`src/rtl/trace_pkg.sv`:
```
// trace_pkg: shared constants for the trace run encoder.
// Packet layout is {run_start_pc, run_count[31:0]}; the count field sits at bit 0.
package trace_pkg;

  // Packet field offsets.
  localparam int unsigned RUN_PC_LSB  = 32;
  localparam int unsigned RUN_CNT_LSB = 0;

  // Encoder state encoding; these values are kept stable for existing tools.
  localparam logic [1:0] ST_IDLE = 2'd0;
  localparam logic [1:0] ST_RUN  = 2'd1;
  localparam logic [1:0] ST_DONE = 2'd2;

  // Default encoding of the instruction that ends the program.
  localparam logic [31:0] WFI_DEFAULT = 32'h0000_0001;

endpackage

```
`src/rtl/trace_pkt_slot.sv`:
```
// trace_pkt_slot: single-entry valid/ready holding register for run packets,
// plus a saturating counter of packets lost while the slot was busy.
// The encoder must present a last packet only when slot_free_o is high, so a
// last packet is never dropped here.
module trace_pkt_slot #(
  parameter int unsigned DW = 96
)(
  input  logic          clk,
  input  logic          rst_n,
  input  logic          emit_valid_i,
  input  logic [DW-1:0] emit_data_i,
  input  logic          emit_last_i,
  input  logic          extra_drop_i,
  output logic          slot_free_o,
  output logic          pkt_valid_o,
  input  logic          pkt_ready_i,
  output logic [DW-1:0] pkt_data_o,
  output logic          pkt_last_o,
  output logic [31:0]   drop_count_o
);

  logic          valid_q, valid_d;
  logic [DW-1:0] data_q, data_d;
  logic          last_q, last_d;
  logic [31:0]   drop_q, drop_d;
  logic [1:0]    drop_inc_s;
  logic [32:0]   drop_sum_s;

  // The slot may be loaded when empty or when its packet is leaving this cycle.
  assign slot_free_o = ~valid_q | pkt_ready_i;

  // Next-state for the holding register and the saturating drop counter.
  always_comb begin
    valid_d    = valid_q;
    data_d     = data_q;
    last_d     = last_q;
    drop_inc_s = {1'b0, emit_valid_i & ~slot_free_o} + {1'b0, extra_drop_i};
    drop_sum_s = {1'b0, drop_q} + {31'd0, drop_inc_s};
    if (emit_valid_i && slot_free_o) begin
      valid_d = 1'b1;
      data_d  = emit_data_i;
      last_d  = emit_last_i;
    end else if (valid_q && pkt_ready_i) begin
      valid_d = 1'b0;
    end else begin
      valid_d = valid_q;
    end
    if (drop_sum_s[32]) begin
      drop_d = 32'hFFFF_FFFF;
    end else begin
      drop_d = drop_sum_s[31:0];
    end
  end

  // Slot registers; data and last stay stable while waiting for the consumer.
  always_ff @(posedge clk) begin
    if (!rst_n) begin
      valid_q <= 1'b0;
      data_q  <= '0;
      last_q  <= 1'b0;
      drop_q  <= 32'd0;
    end else begin
      valid_q <= valid_d;
      data_q  <= data_d;
      last_q  <= last_d;
      drop_q  <= drop_d;
    end
  end

  assign pkt_valid_o  = valid_q;
  assign pkt_data_o   = data_q;
  assign pkt_last_o   = last_q;
  assign drop_count_o = drop_q;

endmodule

```
`src/rtl/trace_run_encoder.sv`:
```
// trace_run_encoder: compresses the committed-instruction trace into run
// packets {run_start_pc, run_count}. A WFI closes the trace with a last packet.
// Build option: define TRACE_RVC_SEQ_EN to also treat pc == last_pc+2 as
// sequential (compressed instructions); by default only +4 continues a run.
module trace_run_encoder
  import trace_pkg::*;
#(
  parameter int unsigned XLEN      = 64,
  parameter int unsigned CNT_W     = 32,
  parameter logic [31:0] WFI_INSTR = WFI_DEFAULT
)(
  input  logic               clk,
  input  logic               rst_n,
  input  logic [XLEN-1:0]    pc,
  input  logic [31:0]        instr,
  input  logic               pc_valid,
  input  logic               flush,
  output logic               pkt_valid,
  input  logic               pkt_ready,
  output logic [XLEN+32-1:0] pkt_data,
  output logic               pkt_last,
  output logic [31:0]        drop_count,
  output logic               finished
);

  localparam int unsigned      PKT_W   = XLEN + 32;
  localparam logic [CNT_W-1:0] CNT_MAX = {CNT_W{1'b1}};
  localparam logic [CNT_W-1:0] CNT_ONE = CNT_W'(1);
  localparam logic [XLEN-1:0]  STEP4   = XLEN'(4);
`ifdef TRACE_RVC_SEQ_EN
  localparam logic [XLEN-1:0]  STEP2   = XLEN'(2);
`endif

  // Build a packet from a run start PC and its (zero-extended) count.
  function automatic logic [PKT_W-1:0] make_pkt(input logic [XLEN-1:0]  start,
                                                input logic [CNT_W-1:0] cnt);
    logic [31:0]      cnt32;
    logic [PKT_W-1:0] p;
    cnt32 = 32'd0;
    cnt32[CNT_W-1:0] = cnt;
    p = '0;
    p[RUN_PC_LSB +: XLEN] = start;
    p[RUN_CNT_LSB +: 32]  = cnt32;
    return p;
  endfunction

  logic [1:0]       state_q, state_d;
  logic [XLEN-1:0]  start_q, start_d;
  logic [XLEN-1:0]  last_pc_q, last_pc_d;
  logic [CNT_W-1:0] count_q, count_d;
  logic             pend_valid_q, pend_valid_d;
  logic [PKT_W-1:0] pend_data_q, pend_data_d;
  logic             finished_q, finished_d;

  logic             is_seq_s, is_wfi_s, take_s;
  logic             em_a_s, em_b_s, em_b_last_s;
  logic [XLEN-1:0]  new_start_s;
  logic [CNT_W-1:0] new_count_s;
  logic [PKT_W-1:0] em_a_data_s, em_b_data_s;
  logic             emit_valid_s, emit_last_s, extra_drop_s, slot_free_s;
  logic [PKT_W-1:0] emit_data_s;

  // Sequential-PC detection; the XLEN-wide add wraps naturally.
`ifdef TRACE_RVC_SEQ_EN
  assign is_seq_s = (pc == last_pc_q + STEP4) || (pc == last_pc_q + STEP2);
`else
  assign is_seq_s = (pc == last_pc_q + STEP4);
`endif
  assign is_wfi_s = (instr == WFI_INSTR);

  // Run tracking, emission decisions and routing into the slot / pending register.
  // em_a is the previously open run being closed; em_b is the run that includes
  // this cycle's beat, closed by WFI or flush.
  always_comb begin
    state_d      = state_q;
    start_d      = start_q;
    last_pc_d    = last_pc_q;
    count_d      = count_q;
    pend_valid_d = pend_valid_q;
    pend_data_d  = pend_data_q;
    finished_d   = finished_q;
    take_s       = 1'b0;
    em_a_s       = 1'b0;
    em_b_s       = 1'b0;
    em_b_last_s  = 1'b0;
    new_start_s  = start_q;
    new_count_s  = count_q;
    emit_valid_s = 1'b0;
    emit_data_s  = '0;
    emit_last_s  = 1'b0;
    extra_drop_s = 1'b0;

    if (pend_valid_q) begin
      // A held final packet: wait for the slot, then the trace is done.
      if (slot_free_s) begin
        emit_valid_s = 1'b1;
        emit_data_s  = pend_data_q;
        emit_last_s  = 1'b1;
        pend_valid_d = 1'b0;
        state_d      = ST_DONE;
        finished_d   = 1'b1;
      end else begin
        pend_valid_d = 1'b1;
      end
    end else begin
      case (state_q)
        ST_IDLE: begin
          if (pc_valid) begin
            take_s      = 1'b1;
            new_start_s = pc;
            new_count_s = CNT_ONE;
          end else begin
            take_s = 1'b0;
          end
        end
        ST_RUN: begin
          if (pc_valid) begin
            take_s = 1'b1;
            if (is_seq_s && (count_q != CNT_MAX)) begin
              new_count_s = count_q + CNT_ONE;
            end else begin
              em_a_s      = 1'b1;
              new_start_s = pc;
              new_count_s = CNT_ONE;
            end
          end else if (flush) begin
            em_a_s  = 1'b1;
            state_d = ST_IDLE;
          end else begin
            take_s = 1'b0;
          end
        end
        ST_DONE: begin
          take_s = 1'b0;
        end
        default: begin
          state_d = ST_IDLE;
        end
      endcase

      if (take_s) begin
        start_d   = new_start_s;
        count_d   = new_count_s;
        last_pc_d = pc;
        state_d   = ST_RUN;
        if (is_wfi_s) begin
          em_b_s      = 1'b1;
          em_b_last_s = 1'b1;
        end else if (flush) begin
          em_b_s  = 1'b1;
          state_d = ST_IDLE;
        end else begin
          em_b_s = 1'b0;
        end
      end else begin
        take_s = 1'b0;
      end

      if (em_a_s) begin
        emit_valid_s = 1'b1;
        emit_data_s  = em_a_data_s;
        if (em_b_s && em_b_last_s) begin
          pend_valid_d = 1'b1;
          pend_data_d  = em_b_data_s;
        end else if (em_b_s) begin
          extra_drop_s = 1'b1;
        end else begin
          extra_drop_s = 1'b0;
        end
      end else if (em_b_s) begin
        if (!em_b_last_s) begin
          emit_valid_s = 1'b1;
          emit_data_s  = em_b_data_s;
        end else if (slot_free_s) begin
          emit_valid_s = 1'b1;
          emit_data_s  = em_b_data_s;
          emit_last_s  = 1'b1;
          state_d      = ST_DONE;
          finished_d   = 1'b1;
        end else begin
          pend_valid_d = 1'b1;
          pend_data_d  = em_b_data_s;
        end
      end else begin
        emit_valid_s = 1'b0;
      end
    end
  end

  assign em_a_data_s = make_pkt(start_q, count_q);
  assign em_b_data_s = make_pkt(new_start_s, new_count_s);

  // Encoder state registers.
  always_ff @(posedge clk) begin
    if (!rst_n) begin
      state_q      <= ST_IDLE;
      start_q      <= '0;
      last_pc_q    <= '0;
      count_q      <= '0;
      pend_valid_q <= 1'b0;
      pend_data_q  <= '0;
      finished_q   <= 1'b0;
    end else begin
      state_q      <= state_d;
      start_q      <= start_d;
      last_pc_q    <= last_pc_d;
      count_q      <= count_d;
      pend_valid_q <= pend_valid_d;
      pend_data_q  <= pend_data_d;
      finished_q   <= finished_d;
    end
  end

  trace_pkt_slot #(.DW(PKT_W)) u_slot (
    .clk          (clk),
    .rst_n        (rst_n),
    .emit_valid_i (emit_valid_s),
    .emit_data_i  (emit_data_s),
    .emit_last_i  (emit_last_s),
    .extra_drop_i (extra_drop_s),
    .slot_free_o  (slot_free_s),
    .pkt_valid_o  (pkt_valid),
    .pkt_ready_i  (pkt_ready),
    .pkt_data_o   (pkt_data),
    .pkt_last_o   (pkt_last),
    .drop_count_o (drop_count)
  );

  assign finished = finished_q;

endmodule

```
`config.mk`:
```
export PLATFORM = sky130hd
export DESIGN_NAME = trace_run_encoder
export DESIGN_NICKNAME = d
export VERILOG_FILES = /design/src/rtl/trace_pkg.sv /design/src/rtl/trace_pkt_slot.sv /design/src/rtl/trace_run_encoder.sv
export SDC_FILE = /design/constraint.sdc
export NUM_CORES = 1
export LEC_CHECK = 0
export ABC_AREA = 0
export CAP_MARGIN = 20
export CORE_UTILIZATION = 30
export DETAILED_ROUTE_END_ITERATION = 8
export SLEW_MARGIN = 5
export SYNTH_ARGS = -nofsm -noshare
export SYNTH_HDL_FRONTEND = slang
export SYNTH_SLANG_ARGS = --single-unit
```
`constraint.sdc`:
```
create_clock -name clk -period 18.2 [get_ports clk]
set_clock_uncertainty 0.2 [all_clocks]
set_input_delay 3.64 -clock clk [delete_from_list [all_inputs] [get_ports clk]]
set_output_delay 3.64 -clock clk [all_outputs]
set_load 0.005 [all_outputs]
```
After elaboration in Yosys (flattened, before gate mapping)
Cells that the tools add are included.
- register bits: 390
- bits in latches: 0
- bits in writable memories: 0
- ROM bits: 0
- input bits: 101
- output and inout bits: 131
- logic and storage cells: 116
- memories kept: 0
- add/sub/neg operators: 4
- multipliers: 0
- div/mod/pow operators: 0
- magnitude comparators: 0
- eq/ne operators: 9
- shifts and indexed selects: 0
- multiplexer cells: 72
- bitwise logic cells: 5
- reductions and logical operators: 15
- operator list (kind ; count):
    2-to-1 mux 96 bit ; 11
    2-to-1 mux 64 bit ; 3
    2-to-1 mux 32 bit ; 4
    one-hot mux 64 bit (2 select lines) ; 1
    adder 64 x 3 -> 64 bit (second input constant) ; 1
    equality test 64 bit ; 1
    one-hot mux 32 bit (2 select lines) ; 1
    2-to-1 mux 1 bit ; 42
    adder 32 x 2 -> 33 bit ; 1
    adder 32 x 1 -> 32 bit (second input constant) ; 1
    equality test 32 x 1 -> 1 bit (second input constant) ; 1
    != test 32 bit (second input constant) ; 1
    2-to-1 mux 2 bit ; 9
    nonzero test 2 bit ; 5
    AND reduction 5 bit ; 1
    logical AND 1 bit ; 4
    != test 2 x 1 -> 1 bit (second input constant) ; 2
    != test 2 bit (second input constant) ; 2
    one-hot mux 2 bit (2 select lines) ; 1
    OR reduction 2 bit ; 2
    NOT 1 bit ; 3
    AND reduction 3 bit ; 1
    adder 1 x 1 -> 2 bit ; 1
    equality test 2 x 1 -> 1 bit (second input constant) ; 1
    other kinds (5) ; 5

Longest topological paths before layout
- depth after elaboration: 14
- mapped depth: 31

By module
From an unflattened synthesis, not the netlist that was laid out.
- cell total of the unflattened synthesis: 2661
- area total of the unflattened synthesis: 20320.7 um2
- modules (own cells, without submodules) (module ; instances ; cells an instance ; area an instance (um2) ; sequential area each (um2)):
    trace_run_encoder ; 1 ; 2066 ; 15358.5 ; 5205.0
    trace_pkt_slot ; 1 ; 595 ; 4962.3 ; 2602.5

Worst setup path after synthesis
OpenSTA, ideal clock, no wires.
- path kind: input to register
- start point: in pc[16]
- end point: reg u_slot.drop_q[17], in the netlist u_slot.drop_count_o[17]
- arrival time: 8.395 ns
- data required time: 17.868 ns
- setup slack: 9.473 ns
- stages on the path: 28
- buffers on the path: 6
- path through: xnor2_1 -> a211o_1 -> a211oi_1 -> o21ai_0 -> or4_1 -> nor4_2 -> and4_1 -> buf_4 -> nand2_2 -> and2_4 -> buf_6 -> buf_6 -> buf_6 -> nand4b_1 -> fa_1 -> inv_1 -> ha_1 -> and3_1 -> and3_1 -> and3_1 -> nand2_1 -> nor2_1 -> and3_1 -> nand3_1 -> or3_1 -> clkbuf_1 -> buf_1 -> a21oi_1
- longest elaborated chain between the ends: 12
- elaborated cells on any way between the ends: 14
- those cells by class: add/sub (2); eq/ne (1); mux (9); bitwise (1); reduce/logical (1)
- ends and longest elaborated chain (what ; RTL line ; source):
    from (decl) ; trace_run_encoder.sv:14 ; input logic [XLEN-1:0] pc,
    equality test 64 bit * ; trace_run_encoder.sv:67 ; assign is_seq_s = (pc == last_pc_q + STEP4);
    logical AND 1 bit * ; trace_run_encoder.sv:119 ; if (is_seq_s && (count_q != CNT_MAX)) begin
    2-to-1 mux 1 bit * ; trace_run_encoder.sv:119 ;
    2-to-1 mux 1 bit * ; trace_run_encoder.sv:117 ; if (pc_valid) begin
    2-to-1 mux 1 bit * ; trace_run_encoder.sv:106 ; case (state_q)
    2-to-1 mux 1 bit * ; trace_run_encoder.sv:93 ; if (pend_valid_q) begin
    2-to-1 mux 1 bit ; trace_run_encoder.sv:159 ; if (em_a_s) begin
    2-to-1 mux 1 bit ; trace_run_encoder.sv:93 ;
    bitwise AND 1 bit ; trace_pkt_slot.sv:37 ; drop_inc_s = {1'b0, emit_valid_i & ~slot_free_o} + {1'b0, extra_drop_i};
    adder 1 x 1 -> 2 bit * ; trace_pkt_slot.sv:37 ;
    adder 32 x 2 -> 33 bit * ; trace_pkt_slot.sv:38 ; drop_sum_s = {1'b0, drop_q} + {31'd0, drop_inc_s};
    2-to-1 mux 32 bit * ; trace_pkt_slot.sv:48 ; if (drop_sum_s[32]) begin
    to (signal assigned) ; trace_pkt_slot.sv:66 ; drop_q <= drop_d;
    to (decl) ; trace_pkt_slot.sv:25 ; logic [31:0] drop_q, drop_d;
Mark *: on every way between the ends. The rest lies on a longest branch, timed or not. The select of a mux whose other input is x is not followed.
A chain may end at the register's enable or synchronous reset.

Worst setup path after layout
- start point: in pc[20]
- end point: reg u_slot.drop_q[1], in the netlist u_slot.drop_count_o[1]
The elaborated chain is that of the path after synthesis.

==> results.sh <==
export IMPL_status="complete, but fails checks"
export IMPL_violations="DRC"
export IMPL_crit_family="simple AND/OR/NAND/NOR gates"
export IMPL_synth_top_cell_area_share_pct=39.0
export IMPL_drtIter0Drc=1531
export IMPL_reg2reg_from="last_pc_q[2]"
export IMPL_vias=19100
export IMPL_reg2reg_slack_ns=10.52
export IMPL_finalSetupViolCount=0
export IMPL_chipHeight_microns=260
export IMPL_path_buf_inv=2
export IMPL_synth_most_common_cell="dfxtp_1"
export IMPL_ys_types=74
export IMPL_boundaryPins=232
export IMPL_tightest_slew_ns=1.08
export IMPL_ant_nets=0
export IMPL_placed_cells=3403
export IMPL_cts_tree="yes"
export IMPL_core_sq_mm=0.0660
export IMPL_grt_max_degree=138
export IMPL_fmax_ghz=0.100
export IMPL_wl_microns=69000
export IMPL_globalRouteTotalUtil_pct=19.8
export IMPL_reg2reg_depth=22
export IMPL_wire_per_inst_microns=19.8
export IMPL_postCtsSetupRepairBufs=0
export IMPL_viasPerCell=5.48
export IMPL_start_kind="input port"
export IMPL_relSlewSlack_pct=27.9
export IMPL_min_from="start_q[19]"
export IMPL_synth_area_top_cells="dfxtp_1 39%, nand2_1 6.6%, a21oi_1 6.1%"
export IMPL_die_w_microns=260
export IMPL_start_util_pct=30.4
export IMPL_overflow=0
export IMPL_r2r_end="u_slot.drop_count_o[1]"
export IMPL_route_detailed_drc=40
export IMPL_worstHoldPathCells=2
export IMPL_cts_hold_buffers_added=0
export IMPL_min_period_ns=9.99
export IMPL_synth_largest_area_cell="dfxtp_1"
export IMPL_hold_violations=0
export IMPL_areaGrowthSynthToFinish_pct=21.0
export IMPL_cts_root_buf="clkbuf_16"
export IMPL_hold_end="start_q[19]"
export IMPL_gp_congestion=0.942
export IMPL_cts_resized=0
export IMPL_syn_inst=2512
export IMPL_critPathSlowestCell="or3_1"
export IMPL_register_area_sq_mm=0.00781
export IMPL_final_cells=3486
export IMPL_synth_edf_count=0
export IMPL_fin_ws_ns=8.21
export IMPL_cts_clk_slew_worst_paths_ns=0.06
export IMPL_multi_input_area_sq_mm=0.0113
export IMPL_synth_ff_type="dfxtp_1"
export IMPL_drt_pass1_iter_count=8
export IMPL_clk_path_buf_depth=3
export IMPL_nNetsFinal=2692
export IMPL_drv_cap=0
export IMPL_arrival_ns=10.22
export IMPL_rsz0062_at_grt="false"
export IMPL_cts_buffers=46
export IMPL_synth_nets=2617
export IMPL_grt_pass1_wl_microns=107000
export IMPL_clock_latency_ns=0.59
export IMPL_yosys_warnings=0
export IMPL_grt_pass1_vias=17800
export IMPL_pre_cts_ws_ns=7.43
export IMPL_required_ns=18.43
export IMPL_timing_final_max_slew_violations=0
export IMPL_synth_area_sq_mm=0.0200
export IMPL_finalCritPeriodShare_pct=54.9
export IMPL_drive_above_1_share_pct=5.92
export IMPL_row_count=94
export IMPL_portBuffers=231
export IMPL_end_kind="flop"
export IMPL_ys_seq_area_share_pct=39.0
export IMPL_path_cells="clkdlybuf4s50_1 > xor2_1 > o211ai_1 > a2111oi_0 > o211ai_1 > a2111oi_0 > and4_1 > and4_1 > a21oi_1 > o21ai_0 > fa_1 > inv_1 > ha_1 > and3_1 > and3_1 > and3_1 > nand2_1 > nor2_1 > and3_1 > nand3_1 > or3_1 > a21oi_1"
export IMPL_crit_fanout=28
export IMPL_finalSetupTns_ns=0
export IMPL_cpPeakStageDelay_ns=0.79
export IMPL_dieArea_sq_mm=0.0678
export IMPL_yosys_register_bits=390
export IMPL_dp_hpwl_microns=43900
export IMPL_fin_util_pct=36.8
export IMPL_synthArstFlopShare_pct=0
export IMPL_path_class="input port to flop"
export IMPL_powerDensity_mw_per_mm2=89.2
export IMPL_syn_area_per_cell_sq_um=7.98
export IMPL_synthTopCellsByCount="390 x dfxtp_1, 352 x nand2_1, 245 x a21oi_1, 188 x nor2_1, 160 x clkbuf_1"
export IMPL_peakVddDrop_v=0.0000593
export IMPL_nFillCells=6806
export IMPL_h_tree_depth=2
export IMPL_clkSinkCount=390
export IMPL_power_mw=2.16
export IMPL_antenna_found_initial=5
export IMPL_cpMostUsedCell="and3_1"
export IMPL_power_leakage_nw=7.94
export IMPL_hold_class="flop to flop"
[how the worst max path moves through the flow]
stage	startpoint	endpoint	slack (ns)	cells after the start
after floorplan	pc[16]	u_slot.drop_count_o[17]	9.47	28
after global placement	pc[20]	u_slot.drop_count_o[0]	7.75	22
after detailed placement	pc[20]	u_slot.drop_count_o[1]	7.43	22
after CTS	pc[20]	u_slot.drop_count_o[1]	8.08	22
after global routing	pc[20]	u_slot.drop_count_o[11]	7.62	22
final	pc[20]	u_slot.drop_count_o[1]	8.21	22
[cells by family (layout without fill, tap and decap cells)]
| group | Yosys count | after routing | share of synthesized area [%] |
|---|---|---|---|
| flip-flops | 390 | 390 | 39.0 |
| AO/OA/AOI/OAI | 739 | 739 | 24.0 |
| other | 0 | 2 | 0 |
| AND/OR/NAND/NOR | 949 | 949 | 22.9 |
| buffers and inverters | 240 | 348 | 5.07 |
| multiplexers | 73 | 73 | 3.66 |
| XOR/XNOR | 117 | 117 | 5.11 |
| adder cells (fa/ha/maj) | 4 | 4 | 0.287 |
[stage by stage]
| step | hold WS, ns | instance area [sq um] |
|---|---|---|
| after global routing | 0.278 | 24300 |
| final | 0.270 | 24300 |
| after global placement | 0.254 | 22700 |
| after floorplan | 0.245 | 20000 |
| after CTS | 0.270 | 24300 |
| after detailed placement | 0.261 | 22700 |
[sequential cells by signal, indices dropped and copies added (netlist names), 2 cells and up]
register / cells
count_q: 32
last_pc_q: 64
pend_data_q: 96
start_q: 64
state_q: 2
u_slot.drop_count_o: 32
u_slot.pkt_data_o: 96
[where the power goes]
part	leakage (nW)	switching (mW)	total [mW]	internal (mW)
Combinational	4.00	0.152	0.271	0.119
Sequential	3.18	0.0327	0.924	0.891
Clock	0.762	0.384	0.969	0.585
Total	7.94	0.569	2.16	1.60
[metal layers]
layer	part of all wire (%)	up-vias	global-route usage, %
met1	46	9137	27.1
met3	6.3	113	3.84
met2	45	547	31.4
met4	2.5	6	6.06
met5	0.057	-	0
li1	-	9314	-
[tightest hold or removal path: cells and delay by family, from the launching register on]
kind            cells  cell delay (ns)
simple gates        1             0.05
flops               1             0.32
compound gates      1             0.05
[final cells by class]
cell class                 instances  share of cell area, %
sequential                       390                   32.2
tap                              864                   4.46
clock inverter                    17                   1.01
clock buffer                      64                   5.40
multi-input combinational       1882                   46.5
antenna                            2                 0.0206
timing repair buffer             250                   10.1
inverter                          17                  0.294
[layout by cell type (no fill, tap or decap), drive strengths merged, types with 6 or more instances in the layout]
master,Yosys,final
and2,29,29
nand3,72,72
or4,14,14
nand2,355,355
nand2b,11,11
or3,32,32
bufinv,0,6
inv,17,18
o21ai,147,147
nor3,43,43
and3,40,40
buf,63,20
clkdlybuf4s50,0,230
a211oi,88,88
o22ai,66,66
a221oi,93,93
a31oi,12,12
clkinv,0,8
mux2i,71,71
nand4,60,60
a21oi,246,246
a21o,18,18
nor4,40,40
or2,17,17
dfxtp,390,390
nor2,189,189
nor2b,10,10
xor2,49,49
and4,21,21
a21boi,8,8
xnor2,68,68
clkbuf,160,64
o21a,11,11
Power figures use the tool's default switching activity.
